$ cat src/rtl/qpd_shot_sequencer.sv
// qpd_shot_sequencer: runs num_shots measurement shots after a start
// request. Each shot is a programmable delay, a one-cycle trigger, an
// acquisition window of acq_samples cycles and a fixed holdoff. The run
// configuration is captured when the request is accepted, so register
// writes made while busy have no effect on the run in progress.
//
// Control handshake: start is sampled only while the sequencer is idle
// (busy low). An accepted start raises busy one edge later and busy stays
// high up to and including the single-cycle done pulse. aborted and
// cfg_err are meaningful only while done is high. abort is honoured only
// while a shot is in progress. A start or abort seen at any other time is
// dropped, not queued.
module qpd_shot_sequencer #(
  parameter int holdoff_cycles   = 4,
  parameter int acq_w            = 16,
  parameter int sample_frequency = 100000
) (
  input  logic             sclock,
  input  logic             rst,
  input  logic             start,
  input  logic             abort,
  input  logic [7:0]       count_quarter_period,
  input  logic [7:0]       num_shots,
  input  logic [acq_w-1:0] acq_samples,
  output logic             busy,
  output logic             trigger,
  output logic             acq_active,
  output logic [7:0]       shot_index,
  output logic             done,
  output logic             aborted,
  output logic             cfg_err
);

  // Reject parameter sets the counters cannot honour. sample_frequency
  // only documents the sclock rate and has no effect on the logic.
  if (holdoff_cycles < 1 || sample_frequency < 1) begin : g_param_check
    $error("qpd_shot_sequencer: holdoff_cycles and sample_frequency must be >= 1");
  end

  typedef enum logic [2:0] {
    IDLE  = 3'd0,
    DELAY = 3'd1,
    FIRE  = 3'd2,
    ACQ   = 3'd3,
    HOLD  = 3'd4,
    DONE  = 3'd5
  } state_t;

  // Terminal count for the holdoff phase, which reuses the ACQ counter.
  localparam logic [acq_w-1:0] HOLD_LAST = acq_w'(holdoff_cycles - 1);
  localparam logic [acq_w-1:0] ACQ_ONE   = acq_w'(1);

  state_t           state;
  logic             launch;   // start accepted; config captured, run begins next edge
  logic [7:0]       d_q;      // latched delay D
  logic [7:0]       n_q;      // latched shot count N
  logic [acq_w-1:0] a_q;      // latched acquisition length A
  logic [7:0]       cnt_d;    // delay counter, compared directly to D (no wrap at 255)
  logic [acq_w-1:0] cnt_a;    // ACQ/HOLD counter, terminal compare at A-1 (no overflow)

  // Sequencer FSM. Every output is written alongside the state change that
  // defines it, so outputs are registered and always agree with the state.
  always_ff @(posedge sclock or posedge rst) begin
    if (rst) begin
      state      <= IDLE;
      launch     <= 1'b0;
      d_q        <= '0;
      n_q        <= '0;
      a_q        <= '0;
      cnt_d      <= '0;
      cnt_a      <= '0;
      busy       <= 1'b0;
      trigger    <= 1'b0;
      acq_active <= 1'b0;
      shot_index <= '0;
      done       <= 1'b0;
      aborted    <= 1'b0;
      cfg_err    <= 1'b0;
    end else begin
      // Pulsed outputs default low; the branches below raise them.
      trigger <= 1'b0;
      done    <= 1'b0;
      aborted <= 1'b0;
      cfg_err <= 1'b0;
      case (state)
        IDLE: begin
          if (launch) begin
            launch <= 1'b0;
            busy   <= 1'b1;
            if (n_q == 8'd0 || a_q == '0) begin
              state   <= DONE;
              done    <= 1'b1;
              cfg_err <= 1'b1;
            end else begin
              state      <= DELAY;
              cnt_d      <= '0;
              shot_index <= '0;
            end
          end else if (start) begin
            launch <= 1'b1;
            d_q    <= count_quarter_period;
            n_q    <= num_shots;
            a_q    <= acq_samples;
          end
        end
        DELAY: begin
          if (abort) begin
            state   <= DONE;
            done    <= 1'b1;
            aborted <= 1'b1;
          end else if (cnt_d == d_q) begin
            state   <= FIRE;
            trigger <= 1'b1;
          end else begin
            cnt_d <= cnt_d + 8'd1;
          end
        end
        FIRE: begin
          if (abort) begin
            state   <= DONE;
            done    <= 1'b1;
            aborted <= 1'b1;
          end else begin
            state      <= ACQ;
            cnt_a      <= '0;
            acq_active <= 1'b1;
          end
        end
        ACQ: begin
          if (abort) begin
            state      <= DONE;
            acq_active <= 1'b0;
            done       <= 1'b1;
            aborted    <= 1'b1;
          end else if (cnt_a == a_q - ACQ_ONE) begin
            state      <= HOLD;
            cnt_a      <= '0;
            acq_active <= 1'b0;
          end else begin
            cnt_a <= cnt_a + ACQ_ONE;
          end
        end
        HOLD: begin
          if (abort) begin
            state   <= DONE;
            done    <= 1'b1;
            aborted <= 1'b1;
          end else if (cnt_a == HOLD_LAST) begin
            if (shot_index == n_q - 8'd1) begin
              state <= DONE;
              done  <= 1'b1;
            end else begin
              state      <= DELAY;
              cnt_d      <= '0;
              shot_index <= shot_index + 8'd1;
            end
          end else begin
            cnt_a <= cnt_a + ACQ_ONE;
          end
        end
        DONE: begin
          state      <= IDLE;
          busy       <= 1'b0;
          shot_index <= '0;
        end
        default: begin
          state      <= IDLE;
          launch     <= 1'b0;
          busy       <= 1'b0;
          acq_active <= 1'b0;
          shot_index <= '0;
        end
      endcase
    end
  end

endmodule
$ cat config.mk
export PLATFORM = sky130hd
export DESIGN_NAME = qpd_shot_sequencer
export DESIGN_NICKNAME = d
export VERILOG_FILES = /design/src/rtl/qpd_shot_sequencer.sv
export SDC_FILE = /design/constraint.sdc
export NUM_CORES = 1
export LEC_CHECK = 0
export CORE_MARGIN = 3
export CORE_UTILIZATION = 45
export DETAILED_ROUTE_END_ITERATION = 12
export PLACE_DENSITY = 0.66
export SLEW_MARGIN = 10
export SYNTH_ARGS = -nofsm -noshare
export SYNTH_HDL_FRONTEND = slang
export SYNTH_SLANG_ARGS = --single-unit
$ cat constraint.sdc
create_clock -name sclock -period 6.4 [get_ports sclock]
set_clock_uncertainty 0.1 [all_clocks]
set_input_delay 1.92 -clock sclock [delete_from_list [all_inputs] [get_ports sclock]]
set_output_delay 1.92 -clock sclock [all_outputs]
set_load 0.01 [all_outputs]
==> run summary <==
### Worst setup path
* **Crit path arrival time** 3.87 ns
* **highest fanout seen on the critical path** 14
* **cell depth of the worst flop-to-flop path** 7
* **kind of end point of the critical path** flip-flop
* **Crit path required time** 6.51 ns
* **origin of the critical flop-to-flop path** a_q[2]
* **crit path launch** abort
* **worst setup path endpoint** cnt_a[9]
* **endpoint of the lowest-slack register-to-register path** cnt_a[12]
* **crit path kind** in2reg
* **register-to-register path setup slack** 2.91 ns
* **crit path launch type** input pin

### Run
* **Max-cap violations** 0

### Timing
* **highest attainable clock frequency** 0.265 GHz
* **tightest slew margin relative to the limit** 0.397
* **count of final setup violators** 0
* **slew of the pin with the lowest slew margin** 0.902 ns
* **Max Slew Vio Count** 0
* **unrepaired setup endpoints after global routing** no
* **portion of the clock cycle consumed by the worst path in the final layout** 0.589
* **endpoints failing hold** 0
* **fin crit period** 3.77 ns
* **final setup TNS** 0 ns

### Worst hold path
* **min-delay src** cnt_d[7]
* **type of the worst min-delay path** reg2reg

### Placed design
* **gpl congestion** 0.813
* **DPL Wire Length** 7.37 mm
* **count of input and output buffers** 49
* **post-detailed-placement cell area** 0.00510 mm^2

### Final layout
* **fill cell instance count of the final layout** 889
* **ant diodes** 0
* **Total Nets Final** 548
* **Final Instance Area** 0.00534 mm^2
* **top library cells by usage in the layout, fill and taps aside** 74 x sky130_fd_sc_hd__dfrtp_1, 49 x sky130_fd_sc_hd__clkdlybuf4s50_1, 34 x sky130_fd_sc_hd__nor2_1
* **most common library cell in the layout ignoring fill and taps** sky130_fd_sc_hd__dfrtp_1
* **synthesis-to-layout area growth** 18.1%
* **ratio of cells with drive above 1 in the final layout** 0.153

### Floorplanning
* **die extent in x** 106 um
* **die footprint** 0.0113 mm^2
* **initial core utilization** 0.476
* **area of the core region** 0.00950 mm^2
* **number of placement rows** 35
* **Boundary Pins** 50
* **Die Ht** 106 um

### Synthesis
* **Synth top area share** 0.409
* **EDFF count, synth** 0
* **commonest register cell after synthesis** sky130_fd_sc_hd__dfrtp_1
* **Avg Cell Area, Syn** 9.81 um^2
* **Yosys reg bits** 74
* **area of the mapped netlist** 0.00452 mm^2
* **net count after synthesis** 503
* **portion of the post-synthesis area used by sequential elements** 0.409
* **count of warnings emitted by yosys** 0
* **post-synthesis async set-or-reset flop share** 1.00
* **dominant cell type by area after synthesis** sky130_fd_sc_hd__dfrtp_1
* **dominant cells by area after synthesis** sky130_fd_sc_hd__dfrtp_1 41%, sky130_fd_sc_hd__mux2_2 8.2%, sky130_fd_sc_hd__xnor2_1 5.4%
* **instance count of the mapped netlist** 461
* **count of distinct cell types in the synthesized netlist** 65

### Clock tree
* **Sinks on Clock Net** 74
* **worst-skew pair later-pin latency** 0.35 ns
* **quantity of hold-fixing buffers added after cts** 0
* **clock buffer count from CTS** 9
* **CTS max path bufs** 2
* **cell at the root of the clock tree** sky130_fd_sc_hd__clkbuf_8
* **post-CTS setup repair buffer count** 0
* **H-tree level count** 3
* **CTS clock-pin slew for the worst setup and hold paths** 0.07 ns
* **clock tree from TritonCTS** built
* **number of instances resized during post-cts repair** 0

### GRT
* **maximum number of pins on one net before global-route repair** 40
* **all-layer global routing usage** 0.188
* **Overflow after GRT** 0
* **GRT met1 Usage** 0.273
* **met2 capacity usage during global routing** 0.293
* **number of antenna violations at the first check in global routing** 0
* **first-pass GRT wire length** 17.5 mm
* **number of global-route vias before repair** 3619
* **met3 routing resource usage after global routing** 0.0261
* **layer carrying the most global-route usage** met2

### Route
* **number of iterations in the first detailed-routing pass** 4
* **total routed wirelength** 10.1 mm
* **DR vias/cell** 5.77
* **total number of vias** 3686
* **Post-DRT Antenna Nets** 0
* **number of DRC violations after detailed-routing iteration 0** 208
* **WL/cell** 15.9 um
* **DRC viols** 0

### Power
* **power per unit of standard cell area** 414 mW/mm^2
* **standby leakage power** 2.13 nW
* **Max rail drop VDD** 0.000208 V

### Outcome
* **outcome** complete, no violations

registers in the layout, summed over array words and instances, names as in the netlist:
name and flops:
cnt_d 8, busy 1, n_q 8, launch 1, trigger 1, shot_index 8
acq_active 1, cfg_err 1, d_q 8, done 1, state 3, aborted 1
cnt_a 16, a_q 16
worst min path at each step:
stage	end	slack [ns]	depth (start not counted)
after global routing	cnt_d[7]	0.45	1
after global placement	busy	0.38	2
after floorplan	launch	0.37	2
final	cnt_d[7]	0.41	1
after detailed placement	cnt_d[7]	0.40	1
after CTS	cnt_d[7]	0.41	1
per-stage QoR:
step / total power, mW / hold slack, ns / utilization / instances / setup WS [ns]
after global placement: 1.74 / 0.381 / 0.537 / 624 / 2.30
after global routing: 2.38 / 0.447 / 0.562 / 639 / 2.39
after detailed placement: 1.78 / 0.397 / 0.537 / 624 / 2.28
final: 2.21 / 0.407 / 0.562 / 639 / 2.63
after CTS: 2.23 / 0.411 / 0.562 / 639 / 2.65
after floorplan: 1.55 / 0.369 / - / 461 / 2.50
area by class of cell:
cell class / instances / area (um^2) / share of cell area
clock buffers: 10 / 138 / 0.0258
clock inverters: 5 / 103 / 0.0192
inverters: 15 / 56.3 / 0.0105
multi-input cells: 353 / 2510 / 0.470
flip-flops and latches: 74 / 1850 / 0.347
well taps: 129 / 161 / 0.0302
repair buffers: 53 / 520 / 0.0974
cell usage after synthesis, types with 3 or more instances:
master                     count
sky130_fd_sc_hd__nand2_1      26
sky130_fd_sc_hd__inv_1        14
sky130_fd_sc_hd__clkbuf_1      9
sky130_fd_sc_hd__a21oi_2      10
sky130_fd_sc_hd__xnor2_1      28
sky130_fd_sc_hd__a31oi_1       4
sky130_fd_sc_hd__and2_1        6
sky130_fd_sc_hd__nand3_1      16
sky130_fd_sc_hd__dfrtp_1      74
sky130_fd_sc_hd__and4_1        4
sky130_fd_sc_hd__a21oi_1      16
sky130_fd_sc_hd__nor2_1       34
sky130_fd_sc_hd__nand2b_1      8
sky130_fd_sc_hd__nor3_1       16
sky130_fd_sc_hd__mux2_2       33
sky130_fd_sc_hd__nor3b_1       3
sky130_fd_sc_hd__buf_2         3
sky130_fd_sc_hd__o31ai_1      23
sky130_fd_sc_hd__o21ai_1       5
sky130_fd_sc_hd__and3_1        9
sky130_fd_sc_hd__o21ai_0      18
sky130_fd_sc_hd__a211o_1       3
sky130_fd_sc_hd__xor2_1       21
sky130_fd_sc_hd__nor4_1        4
sky130_fd_sc_hd__or3_1         7
sky130_fd_sc_hd__nand4_1       9
sky130_fd_sc_hd__ha_1          6
sky130_fd_sc_hd__buf_1         4
kinds of logic after synthesis:
| logic type | Yosys count | share of synthesized area |
|---|---|---|
| XOR/XNOR | 49 | 0.0949 |
| buffers and inverters | 34 | 0.0351 |
| AO/OA/AOI/OAI | 108 | 0.176 |
| multiplexers | 34 | 0.0844 |
| AND/OR/NAND/NOR | 156 | 0.184 |
| adder cells (fa/ha/maj) | 6 | 0.0166 |
| flip-flops | 74 | 0.409 |
power breakdown:
group	leakage, nW	switching, mW	total, mW	internal (mW)
sequential	0.946	0.202	0.819	0.616
combinational	1.07	0.502	0.950	0.448
clock	0.118	0.175	0.442	0.267
total	2.13	0.880	2.21	1.33
per-layer routing:
metal / wire (um) / up-vias
li1: - / 1776
met1: 4910 / 1820
met2: 4640 / 80
met3: 464 / 10
met4: 123 / 0
met5: 0 / -
critical path: stages:
cell	delay [ns]
sky130_fd_sc_hd__clkdlybuf4s50_1	0.67
sky130_fd_sc_hd__nor3b_1	0.85
sky130_fd_sc_hd__nand3_1	0.18
sky130_fd_sc_hd__xor2_1	0.21
sky130_fd_sc_hd__a21oi_2	0.04
Note: power is estimated with default switching activity, not from simulation.
